<file path="config.mk">
export PLATFORM = sky130hd
export DESIGN_NAME = free_list
export DESIGN_NICKNAME = d
export VERILOG_FILES = /design/src/rtl/CDB_types.sv /design/src/rtl/free_list.sv
export SDC_FILE = /design/constraint.sdc
export NUM_CORES = 1
export LEC_CHECK = 0
export BUFFER_PORTS_ARGS = -buffer_cell sky130_fd_sc_hd__buf_2
export CORE_AREA = 4 4 139 194
export DETAILED_ROUTE_END_ITERATION = 12
export DIE_AREA = 0 0 143 198
export GPL_TIMING_DRIVEN = 1
export PLACE_DENSITY = 0.55
export SLEW_MARGIN = 20
export SYNTH_ARGS = -nofsm -noshare
export SYNTH_HDL_FRONTEND = slang
export SYNTH_SLANG_ARGS = --single-unit
</file>
<file path="constraint.sdc">
create_clock -name clk -period 14.4 [get_ports clk]
set_input_delay 1.44 -clock clk [delete_from_list [all_inputs] [get_ports clk]]
set_output_delay 1.44 -clock clk [all_outputs]
set_load 0.03 [all_outputs]
</file>
<file path="src/rtl/CDB_types.sv">
// Shared rename/ROB constants and types: physical-register index and free-list pointer.
package CDB_types;

   localparam int unsigned P_REG_NUM = 64;
   localparam int unsigned FL_DEPTH  = P_REG_NUM - 32;

   typedef logic [$clog2(FL_DEPTH):0]   fl_ptr_t;
   typedef logic [$clog2(P_REG_NUM)-1:0] preg_t;

   // Reset contents of slot i: architectural regs p0..p31 are mapped, the rest are free.
   function automatic preg_t reset_pd(input int unsigned i);
      return preg_t'(P_REG_NUM - FL_DEPTH + i);
   endfunction

endpackage

</file>
<file path="src/rtl/free_list.sv">
// Circular free list of physical-register indices with checkpointed head for flush recovery.
// Optional combinational enq->pd bypass on an empty list when FREE_LIST_BYPASS_EN is defined.
module free_list #(
   parameter int unsigned P_REG_NUM = CDB_types::P_REG_NUM,
   parameter int unsigned FL_DEPTH  = CDB_types::FL_DEPTH
) (
   input  logic                         clk,
   input  logic                         rst,
   input  logic                         deq,
   output logic [$clog2(P_REG_NUM)-1:0] free_list_pd,
   output logic                         empty,
   input  logic                         enq,
   input  logic [$clog2(P_REG_NUM)-1:0] enq_pd,
   output logic                         full,
   output logic [$clog2(FL_DEPTH):0]    free_list_head,
   input  logic                         flush,
   input  logic [$clog2(FL_DEPTH):0]    flush_head,
   output logic [$clog2(FL_DEPTH):0]    count
);

   localparam int unsigned PW = $clog2(P_REG_NUM);
   localparam int unsigned IW = $clog2(FL_DEPTH);
   localparam logic [IW:0] DEPTH_PTR = (IW+1)'(FL_DEPTH);

   logic [PW-1:0] mem_q [FL_DEPTH];
   logic [IW:0]   head_q, head_d;
   logic [IW:0]   tail_q, tail_d;
   logic          empty_raw;
   logic          enq_ok;
   logic          do_deq;
   logic          do_write;
   logic          bypass_hit;

   assign empty_raw = (head_q == tail_q);
   assign full      = (head_q[IW-1:0] == tail_q[IW-1:0]) && (head_q[IW] != tail_q[IW]);
   assign enq_ok    = enq && (enq_pd != '0) && !full;

`ifdef FREE_LIST_BYPASS_EN
   assign bypass_hit = empty_raw && enq && (enq_pd != '0);
`else
   assign bypass_hit = 1'b0;
`endif

   always_comb begin
      free_list_pd   = bypass_hit ? enq_pd : mem_q[head_q[IW-1:0]];
      empty          = empty_raw && !bypass_hit;
      free_list_head = head_q;
      count          = tail_q - head_q;
   end

   assign do_deq = deq && !empty && !flush;
   // A bypassed entry consumed in the same cycle never needs to land in storage.
   assign do_write = enq_ok && !(bypass_hit && do_deq);

   always_comb begin
      head_d = head_q;
      if (flush) begin
         head_d = flush_head;
      end else if (do_deq) begin
         head_d = head_q + 1'b1;
      end
   end

   always_comb begin
      tail_d = tail_q;
      if (enq_ok) begin
         tail_d = tail_q + 1'b1;
      end
   end

   always_ff @(posedge clk or posedge rst) begin
      if (rst) begin
         head_q <= '0;
         tail_q <= DEPTH_PTR;
      end else begin
         head_q <= head_d;
         tail_q <= tail_d;
      end
   end

   always_ff @(posedge clk or posedge rst) begin
      if (rst) begin
         for (int i = 0; i < int'(FL_DEPTH); i++) begin
            mem_q[i] <= PW'(P_REG_NUM - FL_DEPTH + i);
         end
      end else if (do_write) begin
         mem_q[tail_q[IW-1:0]] <= enq_pd;
      end
   end

   // Protocol checks: no return into a full list, and a restored head never overfills it.
   enq_not_full_a : assert property (@(posedge clk) disable iff (rst)
      !(enq && (enq_pd != '0) && full));

   flush_occupancy_a : assert property (@(posedge clk) disable iff (rst)
      flush |-> (IW+1)'(tail_d - flush_head) <= DEPTH_PTR);

endmodule

</file>
Word-level counts from Yosys, hierarchy flattened --
Index checks and enable logic that the tools add are counted.
Operators by class: reductions and logical operators 11, eq/ne operators 3, bitwise gates (word level) 2, order comparisons 3, muxes and demuxes 8, $add $sub $neg 3
Operators by type and width (count):
- $bwmux W192 | 1
- $bmux W6 S5 | 1
- $demux W6 S5 | 1
- $mux W6 | 5
- $add A6 B1 Y6 const B | 2
- $ge A6 B6 Y1 const B | 2
- $not A5 Y6 | 2
- $eq A6 B6 Y1 | 1
- $logic_and A1 B1 Y1 | 6
- $lt A6 B1 Y1 const B | 1
- $reduce_bool A6 Y1 | 1
- $sub A6 B6 Y6 | 1
- $eq A5 B5 Y1 | 1
- $logic_not A1 Y1 | 3
- $reduce_bool A2 Y1 | 1
- $ne A1 B1 Y1 | 1
Storage, ports and cells: logic and storage cells 64, bits of input ports 17, flip-flop bits (word level) 204

Depth between registers and ports, before layout --
Gate-level depths: netlist of run 1.
depth after elaboration 6, gate-level depth with buffers 8, mapped depth without buffers 7

Worst setup path before layout of run 1 --
OpenSTA, ideal clock, no wires.
path type reg-to-output, from register head_q[1], in the netlist free_list_head[1], to output port count[5], stages on the path, launching flop included 9, buffers on the path 1, path slack 10.382 ns, arrival time 2.578 ns, cell sequence dfrtp_1 clkbuf_1 inv_1 ha_1 nor2b_1 o21ai_0 a21boi_0 or4_2 nand3_1
On the way: word-level cells in the longest chain between the ends 1
Ends and longest elaborated chain:
- start, declared | RTL line free_list.sv:26 | logic [IW:0] head_q, head_d;
- start signal, assigned | RTL line free_list.sv:73 | head_q <= '0;
- start signal, assigned | RTL line free_list.sv:76 | head_q <= head_d;
- $sub A6 B6 Y6 | RTL line free_list.sv:48 | count = tail_q - head_q;
- end, declared | RTL line free_list.sv:18 | output logic [$clog2(FL_DEPTH):0] count
No other way between the ends.

Final worst setup path of run 1 --
from register head_q[0], in the netlist free_list_head[0], to output port free_list_pd[3]
On the way: word-level cells in the longest chain between the ends 4
Ends and longest elaborated chain:
- $not A5 Y6 (implied by the code) | RTL line free_list.sv:45 | free_list_pd = bypass_hit ? enq_pd : mem_q[head_q[IW-1:0]];
- $bmux W6 S5 | RTL line free_list.sv:45
- $mux W6 (implied by the code) (2 in a row) | RTL line free_list.sv:45
- end, declared | RTL line free_list.sv:10 | output logic [$clog2(P_REG_NUM)-1:0] free_list_pd,
No other way between the ends. The select of a mux whose other input is x is not followed.

==> reports/results.txt, run 1 <==
Worst setup SP type: flip-flop
Arrival time worst endpoint: 3.60 ns
Ordered list of cells on the worst path: buf_4 > mux4_2 > o22ai_1 > o21ai_0 > a21oi_1 > nor2_1 > buf_2
Met3 Resource Use GR: 2.37%
# nets final: 759
VDD IR max: 0.178 mV
GRT overflow: 0
Top cell type's share of synthesized area: 29.8%
Buffer depth of the longest clock path: 3
GRT busiest layer: met2
Initial antenna violation count: 0
Detail Route Antenna Nets: 0
Top-count cell post-synth: mux2_2
Net Count, Synth: 732
Diodes inserted: 0
Worst Tran Pin Value: 1.06 ns
Max_cap viols: 0
Post-cts hold buffer count: 0
Slowest cell delay on critical path: 0.72 ns
Port Buffers: 36
Peak Freq: 198 MHz
Synth Register Bits: 204
Hold Path Class: flip-flop to flip-flop
Max FO, Critical Path: 41
Met2 usage: 34.1%
Synth-to-layout area growth: 12.4%
Post-Place Cells: 1,026
Post-DP Area: 10,500 µm²
Detailed Routing Iterations Pass 1: 4
# resized after CTS: 0
Setup CP Type: flip-flop to output port
Hold Fails Final Rpt: 0
Finished Layout Cells: 1,066
Layout Skew: 0.0191 ns
Total GRT Usage: 18.1%
Sequential area share after synthesis: 52.6%
Number of global-route vias before repair: 6,720
Crit share post-route: 35.0%
# setup viols final: 0
Met1 usage: 21.2%
Syn Area/Cell: 14.2 µm²
Asr flop ratio synth: 100%
Die width: 143 µm
Share of cells above drive strength 1: 63.1%
Syn Inst Count: 704
Leading area contributor after synthesis: dfstp_2
Final HPWL DP: 16.4 mm
Routed WL per cell: 23.4 µm
DRC errors left: 0
Status: completed
Final Slew Violations: 0
Slowest stage cell, crit path: dfrtp_4
CTS Buf Count: 22
Setup TNS Final: 0 ns
IO Pins: 37
1st-iter DRT viols: 280
Yosys cell types: 41
Power density over the cells: 206 nW/µm²
CP Capture Type: output port
Commonest cells post-synth: 203 x mux2_2, 113 x dfstp_2, 91 x dfrtp_1, 51 x nand2_1, 36 x mux4_2
Post-Route WL: 24.9 mm
Num rows: 69
Post-CTS Setup Inserts: 0
Die footprint: 28,300 µm²
Starting Density: 39.5%
Synthesized area: 9980 µm²
Post-synth EDFFs: 0
Setup repair after global routing missed its margin: false
TritonCTS clock tree: done
Largest net degree at the start of global routing: 138
Core Area: 25,300 µm²
Post-layout minimum cycle time: 5.04 ns
DR vias/cell: 5.61
Synth top area cells: dfstp_2 30%, mux2_2 23%, dfrtp_1 23%
Pleak: 4.83 nW
Detailed-route via count: 5,976
Die extent in y: 198 µm
Synthesis Warnings: 0
Worst skew pair latency: 0.51 ns
First-pass GRT wire length: 39.5 mm
Clk sink count: 204
H-tree depth: 1
Clock edge transition at the registers on the reported setup and hold paths: 0.06 ns
Final instance area: 11,200 µm²
Required time of the critical path: 12.96 ns
Final Wtd Congestion: 0.786
Rel. slew slack: 28.9%
Ys flop type: dfstp_2
CTS Root Cell: clkbuf_16
==> layout by cell type (no fill, tap or decap), types with 6 or more instances in the layout <==
cell type	instances
dfrtp_1	90
mux4_2	36
inv_1	9
buf_2	36
a21oi_1	9
clkbuf_16	24
o221ai_1	6
o22ai_1	6
mux2i_1	12
nor2_1	11
clkbuf_8	7
nand2_2	27
buf_4	6
dfstp_2	113
o21ai_0	19
mux2_2	203
xnor2_1	9
clkbuf_1	7
a221oi_1	6
nand2_1	51
ha_1	10
==> layer usage <==
layer  vias up  wire length [µm]
li1       2636                 -
met1      3161              9720
met2       131             13600
met3        48               930
met4         0               656
met5         -                 0
==> layout make-up <==
type	instances	area (µm²)
inverters	11	48.8
well taps	319	399
clock buffers	38	723
flip-flops and latches	204	5250
fillers	2260	14100
repair buffers	42	225
clock inverters	2	38.8
multi-input cells	450	4540
==> registers in the layout, indices dropped and copies added, names as in the netlist <==
name	count
tail_q	6
mem_q	192
free_list_head	6
==> worst max-delay path, delay by kind of cell (launching register included) <==
kind	cells	cell delay, ns
AO/OA/AOI/OAI	3	0.74
buffers and inverters	2	0.90
flip-flops	1	0.72
multiplexers	1	0.61
AND/OR/NAND/NOR	1	0.09
==> logic make-up (layout without fill, tap and decap cells) <==
family | Yosys count | count (layout) | synth area share, %
multiplexers | 254 | 254 | 32.6
AND/OR/NAND/NOR | 123 | 123 | 7.13
AO/OA/AOI/OAI | 50 | 50 | 3.17
buffers and inverters | 50 | 93 | 1.97
XOR/XNOR | 12 | 12 | 1.13
adder cells (fa/ha/maj) | 11 | 11 | 1.45
flip-flops | 204 | 204 | 52.6
==> where the power goes <==
| group | internal [mW] | leakage [nW] | switching, mW |
|---|---|---|---|
| registers | 0.882 | 2.34 | 0.133 |
| logic | 0.357 | 2.12 | 0.360 |
| clock network | 0.358 | 0.373 | 0.222 |
| total | 1.60 | 4.83 | 0.715 |
==> path summary, 6_finish.rpt <==
path / cells past startpoint / slack, ns / end / startpoint
min reg2reg: 1 / 0.49 / mem_q[139]$_DFFE_PP0P_ / mem_q[139]$_DFFE_PP0P_
max in group asynchronous: 3 / 11.77 / mem_q[171]$_DFFE_PP0P_ / rst
min in group asynchronous: 2 / 1.13 / tail_q[1]$_DFFE_PP0P_ / rst
max: 7 / 9.36 / free_list_pd[3] / free_list_head[0]$_DFFE_PP0P_
min: 1 / 0.49 / mem_q[139]$_DFFE_PP0P_ / mem_q[139]$_DFFE_PP0P_
max reg2reg: 7 / 10.53 / mem_q[122]$_DFFE_PP0P_ / free_list_head[4]$_DFFE_PP0P_
==> per-stage QoR <==
stage          power, mW  hold slack, ns  worst slack [ns]  util, %
2_1_floorplan       1.54           0.459              7.58        -
5_1_grt             2.44           0.514              9.16     44.4
3_3_place_gp        1.71           0.478              9.72     41.4
6_report            2.31           0.493              9.36     44.4
3_5_place_dp        1.75           0.481              9.74     41.4
4_1_cts             2.34           0.495              9.21     44.4
(Power assumes the default switching activity.)
==> run 2: changes to the inputs <==
- clock period: 14.4 -> 4.7 ns (I/O delays scaled with it)
==> run 2 against run 1 <==
  * Critical path type unchanged
  * Wire length is 1.3% lower
  * Highest routed layer unchanged
  * Non-clock buffer count is 7 higher
  * Critical path depth is 2 lower
  * Clock power grew to 3.0 times the previous value
  * Hold slack worse by 0.30 ns
  * Sequential share of layout area is 0.17 points lower
  * Die area stayed put
==> reports/results.txt, run 2 (synthesized netlist as in run 1, its figures left out) <==
Sequential power share: 44.3% (+0.4 points)
Die width: 143 µm (unchanged)
Setup ws final: 1.16 ns (-8.20 ns)
Worst Tran Pin Value: 0.912 ns (-0.150 ns)
Setup repair after global routing missed its margin: false
Peak Freq: 283 MHz
GRT overflow: 0 (unchanged)
Dpl ws: 1.40 ns (-8.34 ns)
Buffer depth of the longest clock path: 3 (unchanged)
Required time of the critical path: 4.23 ns (-8.73 ns)
Post-Place Cells: 1,032 (+0.58%)
Finished Layout Cells: 1,071 (+0.47%)
Synth-to-layout area growth: 12.9%
Most flop-heavy register: mem_q
Post-Route WL: 24.6 mm (-1.3%)
Crit path to: full
CP Capture Type: output port
Starting Density: 39.5% (unchanged)
Commonest non-fill, non-tap cell in the layout: mux2_2
Filler instances: 2,246 (-0.62%)
Setup TNS Final: 0 ns (unchanged)
Power density over the cells: 628 nW/µm² (+200%)
Worst setup SP type: flip-flop
TritonCTS clock tree: done
Total power draw: 7.07 mW (+210%)
Largest register FFs: 192 (unchanged)
Post-DP Area: 10,500 µm² (+0.63%)
Int Pwr: 4.85 mW (+200%)
Critical path origin: free_list_head[4]$_DFFE_PP0P_
Slowest stage cell, crit path: dfrtp_1
Post-CTS Setup Inserts: 0 (unchanged)
DR vias/cell: 5.52 (-1.6%)
CTS Buf Count: 21 (-4.5%)
Final HPWL DP: 16.6 mm (+1.3%)
Arrival time worst endpoint: 3.07 ns (-0.53 ns)
Hold Path Class: input pin to flip-flop
Total GRT Usage: 17.6% (-0.47 points)
Port Buffers: 36 (unchanged)
H-tree depth: 1 (unchanged)
Largest net degree at the start of global routing: 114 (-17%)
Detailed Routing Iterations Pass 1: 4 (unchanged)
RR Endpoint: mem_q[124]$_DFFE_PP0P_
Origin of the critical flop-to-flop path: free_list_head[4]$_DFFE_PP0P_
Core Area: 25,300 µm² (unchanged)
Share of cells above drive strength 1: 63.8% (+0.78 points)
Num rows: 69 (unchanged)
CTS Root Cell: clkbuf_16
Diodes inserted: 0 (unchanged)
Number of global-route vias before repair: 6,427 (-4.4%)
Detail Route Antenna Nets: 0 (unchanged)
Net Switching: 2.22 mW (+210%)
Crit share post-route: 75.3%
Commonest cells after routing, fill and taps aside: 203 x mux2_2, 113 x dfstp_2, 90 x dfrtp_1, 51 x nand2_1
Hold Fails Final Rpt: 0 (unchanged)
Max_cap viols: 0 (unchanged)
# resized after CTS: 0 (unchanged)
Worst r2r path cells: 7 (unchanged)
Rel. slew slack: 39.0% (+10 points)
Die footprint: 28,300 µm² (unchanged)
First-pass GRT wire length: 38.3 mm (-3.0%)
IO Pins: 37 (unchanged)
# nets final: 765 (+0.79%)
Clock edge transition at the registers on the reported setup and hold paths: 0.07 ns (about the same)
# setup viols final: 0 (unchanged)
Switching part of the total power: 31.4% (+0.52 points)
Clock power share: 24.4% (-0.7 points)
Final Slew Violations: 0 (unchanged)
Final Wtd Congestion: 0.876 (+11%)
Initial antenna violation count: 0 (unchanged)
Post-layout minimum cycle time: 3.54 ns
Power share of the combinational group: 31.3% (+0.3 points)
Status: completed
Routed WL per cell: 23.0 µm (-1.7%)
DRC errors left: 0 (unchanged)
Final instance area: 11,300 µm² (+0.36%)
R2R Setup Slk: 1.39 ns (-9.14 ns)
Worst skew pair latency: 0.50 ns (about the same)
Ordered list of cells on the worst path: inv_1 > ha_1 > nand4_1 > nor3b_4 > buf_2
Detailed-route via count: 5,909 (-1.1%)
Clk sink count: 204 (unchanged)
Die extent in y: 198 µm (unchanged)
Slowest cell delay on critical path: 0.65 ns (-0.07 ns)
Max FO, Critical Path: 16 (-61%)
1st-iter DRT viols: 306 (+9.3%)
VDD IR max: 0.341 mV (+91%)
Setup CP Type: flip-flop to output port
Pleak: 4.86 nW (+0.49%)
Layout Skew: 0.0128 ns (-0.00628 ns)
==> run 2: changes by cell type in the layout (fill, tap and decap cells not counted) <==
| cell | previous run | this run |
|---|---|---|
| clkbuf_1 | 7 | 2 |
| buf_4 | 6 | 10 |
| clkinv_4 | 1 | 0 |
| dlygate4sd3_1 | 0 | 1 |
| clkinvlp_4 | 0 | 2 |
| inv_8 | 1 | 0 |
| clkbuf_16 | 24 | 21 |
| buf_12 | 0 | 2 |
| clkinv_2 | 0 | 4 |
| inv_6 | 0 | 1 |
| bufinv_16 | 1 | 2 |
==> run 2: what timing repair did <==
action	in CTS	in global routing
setup endpoints to repair	0	0
hold endpoints to repair	11	0
hold buffers	1	0
==> run 2: power groups by stage <==
stage | Sequential [mW] | Combinational (mW) | Clock, mW
2_1_floorplan | 2.95 | 1.75 | 0
3_3_place_gp | 3.11 | 2.16 | 0
3_5_place_dp | 3.16 | 2.23 | 0
4_1_cts | 3.13 | 2.24 | 1.78
5_1_grt | 3.21 | 2.38 | 1.85
6_report | 3.13 | 2.21 | 1.73
==> run 2: worst max-delay path, delay by kind of cell, from the launching register on <==
kind	cells	cell delay [ns]
flops	1	0.65
buf+inv	2	0.68
fa+ha+maj	1	0.47
simple gates	2	0.76
==> run 2: cell type report <==
class,instances,area (µm²),share of cell area (%)
sequential,204,5250,46.6
clock inverter,8,96.3,0.855
inverter,11,45.0,0.400
tap,319,399,3.54
clock buffer,30,629,5.59
multi-input combinational,450,4540,40.3
timing repair buffer,49,305,2.71
==> run 2: worst min path at each step <==
| stage | startpoint | to | slack [ns] | cells after the start |
|---|---|---|---|---|
| finish | flush_head[5] | free_list_head[5]$_DFFE_PP0P_ | 0.20 | 3 |
| global placement | mem_q[174]$_DFFE_PP0P_ | mem_q[174]$_DFFE_PP0P_ | 0.47 | 1 |
| floorplan | mem_q[174]$_DFFE_PP0P_ | mem_q[174]$_DFFE_PP0P_ | 0.46 | 1 |
| global route | flush_head[3] | free_list_head[3]$_DFFE_PP0P_ | 0.20 | 2 |
| detailed placement | mem_q[174]$_DFFE_PP0P_ | mem_q[174]$_DFFE_PP0P_ | 0.48 | 1 |
| CTS | flush_head[5] | free_list_head[5]$_DFFE_PP0P_ | 0.18 | 3 |
==> run 2: stage by stage <==
stage          hold WS, ns  utilization [%]
4_1_cts              0.180             44.5
2_1_floorplan        0.459                -
3_3_place_gp         0.470             41.6
3_5_place_dp         0.485             41.6
6_report             0.195             44.5
5_1_grt              0.200             44.5
==> run 2: layer usage <==
metal | wire (µm) | track usage [%] | vias up
met4 | 838 | 6.27 | 0
li1 | - | - | 2640
met3 | 907 | 2.30 | 43
met2 | 13100 | 32.5 | 129
met1 | 9730 | 20.9 | 3097
met5 | 0 | 0 | -
==> run 3: changes to the inputs <==
- PLACE_DENSITY: 0.55 -> 0.57
- clock period: 4.7 -> 3.2 ns (I/O delays scaled with it)
==> run 3 against run 2 <==
  * The flow now finishes with violations (hold timing)
  * Sequential share of layout area fell by 0.41 points
  * Flip-flop and latch count unchanged
  * Highest routed layer unchanged
  * Largest power group unchanged
  * Cell count grew 1.1%
  * Hold slack worse by 0.22 ns
  * Critical path type unchanged
==> reports/results.txt, run 3 (synthesized netlist as in run 1, its figures left out) <==
Setup TNS Final: 0 ns (unchanged)
Worst setup SP type: flip-flop
Most flop-heavy register: mem_q
Power density over the cells: 911 nW/µm² (+45%)
Crit path to: free_list_pd[4]
Max_cap viols: 0 (unchanged)
Diodes inserted: 0 (unchanged)
Final Wtd Congestion: 0.807 (-7.8%)
RR Endpoint: mem_q[124]$_DFFE_PP0P_
Commonest non-fill, non-tap cell in the layout: mux2_2
Clk sink count: 204 (unchanged)
Final Slew Violations: 0 (unchanged)
CTS Root Cell: clkbuf_16
Final instance area: 11,400 µm² (+0.89%)
Failing checks: hold timing
H-tree depth: 1 (unchanged)
Crit share post-route: 95.4%
Num rows: 69 (unchanged)
Hold Path Class: input pin to async pin
Origin of the critical flop-to-flop path: tail_q[4]$_DFFE_PP0P_
DRC errors left: 0 (unchanged)
# setup viols final: 0 (unchanged)
Required time of the critical path: 2.88 ns (-1.35 ns)
Peak Freq: 328 MHz
DR vias/cell: 5.51 (-0.22%)
Die width: 143 µm (unchanged)
Routed WL per cell: 22.8 µm (-0.78%)
Commonest cells after routing, fill and taps aside: 203 x mux2_2, 113 x dfstp_2, 90 x dfrtp_1, 51 x nand2_1
Pleak: 4.92 nW (+1.3%)
CP Capture Type: output port
Post-DP Area: 10,600 µm² (+1.0%)
1st-iter DRT viols: 282 (-7.8%)
Worst skew pair latency: 0.50 ns (about the same)
Worst r2r path cells: 7 (unchanged)
Filler instances: 2,266 (+0.89%)
Setup repair after global routing missed its margin: false
# nets final: 778 (+1.7%)
Die footprint: 28,300 µm² (unchanged)
Clock edge transition at the registers on the reported setup and hold paths: 0.06 ns (about the same)
IO Pins: 37 (unchanged)
Detailed-route via count: 5,962 (+0.90%)
Largest register FFs: 192 (unchanged)
Starting Density: 39.5% (unchanged)
Initial antenna violation count: 0 (unchanged)
# resized after CTS: 0 (unchanged)
Largest net degree at the start of global routing: 105 (-7.9%)
Detailed Routing Iterations Pass 1: 4 (unchanged)
Post-layout minimum cycle time: 3.05 ns
Status: complete, but fails checks
Setup CP Type: flip-flop to output port
Port Buffers: 36 (unchanged)
Max FO, Critical Path: 18 (+2)
CTS Buf Count: 21 (unchanged)
Core Area: 25,300 µm² (unchanged)
Post-cts hold buffer count: 0 (-1)
Worst Tran Pin Value: 0.919 ns (+0.00686 ns)
Share of cells above drive strength 1: 64.1% (+0.31 points)
Total GRT Usage: 17.6% (-0.052 points)
Number of global-route vias before repair: 6,520 (+1.4%)
Critical path origin: free_list_head[0]$_DFFE_PP0P_
Layout Skew: 0.00998 ns (-0.00286 ns)
Final HPWL DP: 16.6 mm (about the same)
Buffer depth of the longest clock path: 3 (unchanged)
Post-CTS Setup Inserts: 0 (unchanged)
Hold Fails Final Rpt: 2 (+2)
Rel. slew slack: 38.2% (-0.80 points)
Synth-to-layout area growth: 13.9%
Detail Route Antenna Nets: 0 (unchanged)
Arrival time worst endpoint: 2.73 ns (-0.34 ns)
Die extent in y: 198 µm (unchanged)
First-pass GRT wire length: 38.3 mm (about the same)
GRT overflow: 0 (unchanged)
TritonCTS clock tree: done
R2R Setup Slk: 0.52 ns (-0.87 ns)
Post-Route WL: 24.7 mm (+0.33%)
Worst hold margin: -0.0211 ns (-0.216 ns)
VDD IR max: 0.712 mV (+110%)
[run 3: cell types whose count changed in the layout (fill, tap and decap cells not counted)]
cell           delta
dlygate4sd3_1     -1
clkbuf_8          -5
a21oi_2           +1
clkbuf_16         +2
clkinvlp_4        -1
buf_4            +12
a21oi_1           -1
buf_16            +1
clkbuf_1          +4
[run 3: cell type report]
cell class	instances	area, µm²	share of cell area, %
Tap cell	319	399	3.51
Timing Repair Buffer	62	438	3.85
Inverter	11	45.0	0.396
Clock buffer	30	601	5.29
Multi-Input combinational cell	450	4540	40.0
Clock inverter	7	88.8	0.782
Sequential cell	204	5250	46.2
[run 3: where the power goes]
| part | internal [mW] | switching, mW |
|---|---|---|
| registers | 3.97 | 0.579 |
| logic | 1.68 | 1.65 |
| clock network | 1.47 | 1.01 |
| total | 7.12 | 3.24 |
[run 3: metal layers]
metal | track usage, % | up-vias | wire (µm)
met5 | 0 | - | 0
met4 | 6.87 | 0 | 926
met3 | 2.01 | 48 | 877
met2 | 31.8 | 116 | 13000
met1 | 21.3 | 3136 | 9940
li1 | - | 2662 | -
[run 3: critical path: stages (launching register included)]
cell     delay (ns)
dfrtp_4        0.47
buf_16         0.21
buf_4          0.22
mux4_2         0.51
o22ai_1        0.21
o21ai_0        0.11
a21oi_1        0.25
nor2_1         0.08
buf_2          0.18
[run 3: through the flow]
step / instances / setup slack [ns] / util [%] / power (mW)
6_report: 1083 / 0.148 / 44.9 / 10.4
2_1_floorplan: 704 / 0.132 / - / 6.91
4_1_cts: 1082 / 0.0676 / 44.8 / 10.4
3_5_place_dp: 1045 / 0.536 / 42.0 / 7.94
5_1_grt: 1083 / 0.0349 / 44.9 / 10.9
3_3_place_gp: 1045 / 0.601 / 42.0 / 7.78
[run 3: how the worst min path moves through the flow]
stage | to | slack, ns | cells after the start
floorplan | free_list_head[0]$_DFFE_PP0P_ | 0.44 | 2
global placement | mem_q[139]$_DFFE_PP0P_ | 0.47 | 1
detailed placement | mem_q[139]$_DFFE_PP0P_ | 0.48 | 1
CTS | free_list_head[5]$_DFFE_PP0P_ | 0.02 | 3
global route | free_list_head[5]$_DFFE_PP0P_ | 0.04 | 3
finish | mem_q[30]$_DFFE_PP0P_ | -0.02 | 3
